$ cat config.mk
export PLATFORM = sky130hd
export DESIGN_NAME = iq_frame_buffer
export DESIGN_NICKNAME = d
export VERILOG_FILES = /design/src/rtl/iq_frame_buffer.sv
export SDC_FILE = /design/constraint.sdc
export NUM_CORES = 2
export LEC_CHECK = 0
export CAP_MARGIN = 25
export CORE_MARGIN = 2
export CORE_UTILIZATION = 35
export DETAILED_ROUTE_END_ITERATION = 12
export GPL_TIMING_DRIVEN = 0
export SETUP_SLACK_MARGIN = 0.2
export SLEW_MARGIN = 0
export SYNTH_ARGS = -nofsm -noshare
export SYNTH_HDL_FRONTEND = slang
export SYNTH_SLANG_ARGS = --single-unit
$ cat constraint.sdc
create_clock -name clk -period 4.55 [get_ports clk]
set_input_delay 0.455 -clock clk [delete_from_list [all_inputs] [get_ports clk]]
set_output_delay 0.455 -clock clk [all_outputs]
set_load 0.01 [all_outputs]
$ cat src/rtl/iq_frame_buffer.sv
// ============================================================================
// iq_frame_buffer
//   Collects synchronized I/Q samples into a two-bank frame buffer and
//   streams each completed frame out over a valid/ready handshake.
//   Revision: 1.0
// ============================================================================
`timescale 1ns/1ps
`default_nettype none

module iq_frame_buffer #(
  parameter int DATA_W    = 9,
  parameter int FRAME_LEN = 64,
  parameter int ADDR_W    = 6
) (
  input  logic              clk,
  input  logic              rst_n,
  input  logic [DATA_W-1:0] signal_in_real,
  input  logic [DATA_W-1:0] signal_in_imag,
  input  logic              done,
  output logic [DATA_W-1:0] out_real,
  output logic [DATA_W-1:0] out_imag,
  output logic [ADDR_W-1:0] out_index,
  output logic              out_valid,
  input  logic              out_ready,
  output logic              out_last,
  output logic              overflow,
  input  logic              clear_overflow,
  output logic [7:0]        drop_count
);

  localparam logic [0:0] WR_FILL   = 1'b0;
  localparam logic [0:0] WR_WAIT   = 1'b1;
  localparam logic [0:0] RD_IDLE   = 1'b0;
  localparam logic [0:0] RD_STREAM = 1'b1;

  localparam logic [ADDR_W-1:0] LAST_IDX = ADDR_W'(FRAME_LEN - 1);

  logic [DATA_W-1:0] mem_real [0:2*FRAME_LEN-1];
  logic [DATA_W-1:0] mem_imag [0:2*FRAME_LEN-1];

  logic              done_meta;
  logic              done_sync;
  logic              done_prev;
  logic              cap;

  logic [0:0]        wr_state;
  logic              wr_bank;
  logic [ADDR_W-1:0] wr_idx;
  logic [0:0]        rd_state;
  logic              rd_bank;
  logic [ADDR_W-1:0] rd_idx;
  logic [1:0]        full;

  logic              store;
  logic              drop;
  logic              wr_done;
  logic              rd_hs;
  logic              rd_done;
  logic              other_free;

  // done is asynchronous to clk; two flops for metastability, a third for edge detect
  always_ff @(posedge clk or negedge rst_n) begin
    if (!rst_n) begin
      done_meta <= 1'b0;
      done_sync <= 1'b0;
      done_prev <= 1'b0;
    end else begin
      done_meta <= done;
      done_sync <= done_meta;
      done_prev <= done_sync;
    end
  end

  assign cap = done_sync & ~done_prev;

  always_comb begin
    store      = cap && (wr_state == WR_FILL);
    drop       = cap && (wr_state == WR_WAIT);
    wr_done    = store && (wr_idx == LAST_IDX);
    rd_hs      = out_valid && out_ready;
    rd_done    = rd_hs && (rd_idx == LAST_IDX);
    // a bank being released by the reader this very cycle counts as free
    other_free = !full[~wr_bank] || (rd_done && (rd_bank == ~wr_bank));
  end

  always_ff @(posedge clk) begin
    if (store) begin
      mem_real[{wr_bank, wr_idx}] <= signal_in_real;
      mem_imag[{wr_bank, wr_idx}] <= signal_in_imag;
    end
  end

  always_ff @(posedge clk or negedge rst_n) begin
    if (!rst_n) begin
      full <= 2'b00;
    end else begin
      if (rd_done) full[rd_bank] <= 1'b0;
      if (wr_done) full[wr_bank] <= 1'b1;
    end
  end

  always_ff @(posedge clk or negedge rst_n) begin
    if (!rst_n) begin
      wr_state <= WR_FILL;
      wr_bank  <= 1'b0;
      wr_idx   <= '0;
    end else begin
      case (wr_state)
        WR_FILL: begin
          if (store) begin
            wr_idx <= wr_idx + 1'b1;
            if (wr_done) begin
              if (other_free) wr_bank  <= ~wr_bank;
              else            wr_state <= WR_WAIT;
            end
          end
        end
        WR_WAIT: begin
          if (!full[~wr_bank]) begin
            wr_state <= WR_FILL;
            wr_bank  <= ~wr_bank;
          end
        end
        default: wr_state <= WR_FILL;
      endcase
    end
  end

  always_ff @(posedge clk or negedge rst_n) begin
    if (!rst_n) begin
      overflow   <= 1'b0;
      drop_count <= 8'd0;
    end else if (clear_overflow) begin
      overflow   <= 1'b0;
      drop_count <= drop ? 8'd1 : 8'd0;
    end else if (drop) begin
      overflow <= 1'b1;
      if (drop_count != 8'hFF) drop_count <= drop_count + 8'd1;
    end
  end

  // Banks are always written alternately, so the oldest frame is simply the next bank in turn
  always_ff @(posedge clk or negedge rst_n) begin
    if (!rst_n) begin
      rd_state <= RD_IDLE;
      rd_bank  <= 1'b0;
      rd_idx   <= '0;
    end else begin
      case (rd_state)
        RD_IDLE: begin
          if (full[rd_bank]) begin
            rd_state <= RD_STREAM;
            rd_idx   <= '0;
          end
        end
        RD_STREAM: begin
          if (rd_hs) begin
            rd_idx <= rd_idx + 1'b1;
            if (rd_done) begin
              rd_bank <= ~rd_bank;
              if (!full[~rd_bank]) rd_state <= RD_IDLE;
            end
          end
        end
        default: rd_state <= RD_IDLE;
      endcase
    end
  end

  assign out_valid = (rd_state == RD_STREAM);
  assign out_real  = out_valid ? mem_real[{rd_bank, rd_idx}] : '0;
  assign out_imag  = out_valid ? mem_imag[{rd_bank, rd_idx}] : '0;
  assign out_index = out_valid ? rd_idx : '0;
  assign out_last  = out_valid && (rd_idx == LAST_IDX);

endmodule

`default_nettype wire

==> impl_metrics.py <==
metrics = {
    "worst_setup_path": {
        "r2r_start": "wr_state$_DFF_PN0_",
        "crit_path_start": "rd_idx[1]$_DFFE_PN0P_",
        "r2r_slack_ns": 0.39,
        "path_cells": "buf_12 > buf_6 > nand2b_2 > clkbuf_1 > buf_8 > o22ai_1 > nor3_1 > a21oi_2 > a21oi_4 > o211ai_1 > buf_2",
        "critical_path_arrival_ns": 4.33,
        "cpPeakStageDelay_ns": 0.78,
        "crit_family": "compound AO/OA/AOI/OAI gates",
        "crit_path_end": "out_real[2]",
        "critPathSlowestCell": "o211ai_1",
        "reg2regPathDepth": 6,
        "critPathBufInv": 5,
        "crit_cells": 11,
        "worst_setup_path_start_kind": "register",
        "crit_required_ns": 4.09,
        "critPathKind": "register to output pin",
        "cp_max_fo": 10,
        "crit_path_end_kind": "output pin",
        "reg2reg_to": "mem_imag[6][0]$_DFFE_PP_",
    },
    "yosys": {
        "ys_seq_area_frac": 0.776,
        "netlist_area_um2": 90100,
        "syn_inst": 4073,
        "synth_enable_flop_cells": 2304,
        "synth.net_count": 4099,
        "synthMuxAreaShare": 0.166,
        "synth-seq-cells": 2334,
        "ys_async_sr_fraction": 0.0129,
        "synthAdderAreaFrac": 0.000416,
        "synth_area_per_cell_um2": 22.1,
        "synth_ff_type": "edfxtp_1",
        "yosysWarnings": 0,
        "synth_compound_area_frac": 0.0243,
        "synth_top_area_cell": "edfxtp_1",
        "ys_top_cells_by_area": "edfxtp_1 (77%), mux4_2 (14%), mux2i_1 (2.5%)",
        "synth_top_area_frac": 0.768,
        "ys_types": 54,
        "synth_top_family_by_area": "multiplexers",
        "synth-xor-area-share": 0.00146,
        "synth-simple-area-share": 0.0175,
    },
    "finish": {
        "final-seq-area_um2": 69900,
        "design_area_um2": 111000,
        "multi_input_area_um2": 21000,
        "final_common_cell": "edfxtp_1",
        "n_fill_cell": 21700,
        "fin_util": 0.433,
        "drive_gt1_frac": 0.358,
        "nets": 4679,
        "syn2layout_area_growth_pct": 23.2,
        "mostFrequentLayoutCells": "edfxtp_1 (2,304), mux4_2 (548), clkbuf_16 (242), mux2i_1 (199), buf_4 (109)",
    },
    "floorplanning": {
        "die_h_um": 511,
        "initial_core_util": 0.351,
        "die_area_um2": 262000,
        "ios": 58,
        "die_w_um": 511,
        "rows": 186,
        "core-area_um2": 256000,
    },
    "route": {
        "drc": 0,
        "drtAntennaViolNets": 0,
        "vias": 49400,
        "routed_wl_um": 329000,
        "wire_per_inst_um": 39.9,
        "viasPerCell": 5.99,
        "drtIter0Drc": 8093,
        "firstDrtPassIters": 6,
    },
    "timing": {
        "worst_pin_slew_ns": 1.16,
        "max_freq_mhz": 209,
        "setup_tns_ns": -0.711,
        "layout_min_cycle_time_ns": 4.78,
        "finalHoldViolCount": 0,
        "period_share": 1.05,
        "fin_ws_ns": -0.231,
        "relSlewSlack": 0.225,
        "rsz0062_at_grt": "true",
        "fin_skew_ns": 0.0450,
        "setup_viol_count_final": 8,
        "slew_viol_final": 0,
    },
    "cts": {
        "clkTransAtPathRegs_ns": 0.06,
        "clk_latency_ns": 0.89,
        "htreeDepth": 4,
        "cts-root-buf": "clkbuf_16",
        "cts_tree": "done",
        "clock-sinks": 2334,
        "numCtsBuffers": 233,
        "cts_buffer_depth": 3,
    },
    "pwr": {
        "vdd_drop_max_v": 0.000489,
        "leakage_nw": 34.8,
        "p_per_area_nw_per_um2": 552,
    },
    "placement": {
        "pre_cts_ws_ns": -1.62,
        "portBuffers": 57,
        "dpl.hpwl_um": 215000,
        "gp_congestion": 0.999,
        "postPlaceCellArea_um2": 98300,
    },
    "flow_run": {
        "max_cap_viol_count": 0,
    },
    "outcome": {
        "status": "finished, violations left",
        "violations": "negative setup slack",
    },
    "global_route": {
        "grt_max_degree": 89,
        "grt_overflow": 0,
        "antenna_found_initial": 13,
        "grt_pass1_vias": 46800,
        "grt_usage": 0.247,
        "grt_pass1_wl_um": 430000,
    },
    "worst_hold_path": {
        "hp-start": "signal_in_real[7]",
        "min_path_type": "primary input to register",
    },
}
cell usage after synthesis (7+ instances only):
cell	number
edfxtp_1	2304
mux4_2	548
mux2i_1	229
nor2_1	178
clkbuf_1	88
a21oi_1	66
nand2_1	64
o22ai_1	59
a22oi_1	55
buf_2	54
o21ai_0	46
buf_6	35
o221ai_1	32
dfrtp_1	30
buf_4	28
mux2_2	28
nor3_1	27
nor2b_1	20
o211ai_1	19
buf_1	18
nand3_1	18
and2_1	12
nand2b_1	12
xor2_1	8
xnor2_1	7
how the worst min path moves through the flow:
stage / to / slack [ns] / cells past startpoint
floorplan: done_meta$_DFF_PN0_ / 0.16 / 0
global placement: done_sync$_DFF_PN0_ / 0.34 / 0
detailed placement: done_sync$_DFF_PN0_ / 0.34 / 0
CTS: mem_real[7][7]$_DFFE_PP_ / 0.01 / 1
global route: mem_real[7][7]$_DFFE_PP_ / 0.03 / 1
finish: mem_real[1][7]$_DFFE_PP_ / 0.03 / 1
flip-flops by register name, indices dropped and copies added, names as in the netlist:
| register | flops |
|---|---|
| done_sync | 1 |
| wr_state | 1 |
| wr_idx | 6 |
| wr_bank | 1 |
| mem_real | 1152 |
| drop_count | 8 |
| overflow | 1 |
| done_prev | 1 |
| mem_imag | 1152 |
| rd_bank | 1 |
| full | 2 |
| rd_idx | 6 |
| done_meta | 1 |
| out_valid | 1 |
layout make-up:
class / instances / area share
Sequential cell: 2334 / 0.630
Timing Repair Buffer: 346 / 0.0466
Clock buffer: 306 / 0.0569
Inverter: 7 / 0.000248
Tap cell: 3384 / 0.0381
Clock inverter: 128 / 0.0100
Buffer: 223 / 0.0292
Antenna cell: 6 / 0.000135
Multi-Input combinational cell: 1508 / 0.189
logic make-up (layout without fill, tap and decap cells):
| family | Yosys count | count (layout) |
|---|---|---|
| and+or+nand+nor | 356 | 356 |
| other | 0 | 6 |
| xor gates and xnor gates | 15 | 15 |
| DFF | 2334 | 2334 |
| buffers and inverters | 231 | 1010 |
| muxes | 805 | 805 |
| adders and majority gates | 3 | 3 |
| AOI/OAI and AO/OA | 329 | 329 |
what timing repair did:
item,in CTS,in global routing
hold buffers,3,0
endpoints found under the hold margin,54,0
resized for setup,833,52
pin swaps,60,40
setup buffers,85,52
cloned,8,1
endpoints found under the setup margin,25,19
layer usage:
metal,track usage,part of all wire,up-vias
met2,0.369,0.45,3618
li1,-,-,18400
met5,0,0.000040,-
met1,0.318,0.36,26600
met3,0.0723,0.12,775
met4,0.148,0.070,2
power breakdown:
| part | switching [W] | internal (W) |
|---|---|---|
| logic | 0.0119 | 0.00677 |
| clock network | 0.00843 | 0.0105 |
| registers | 0.0000442 | 0.0237 |
stage by stage:
stage | hold slack [ns] | cells | power, W
floorplan | 0.159 | 4073 | 0.0307
global placement | 0.341 | 7514 | 0.0387
detailed placement | 0.337 | 7654 | 0.0391
CTS | 0.0122 | 8183 | 0.0603
global route | 0.0257 | 8239 | 0.0619
finish | 0.0301 | 8242 | 0.0613
(Power assumes the default switching activity.)
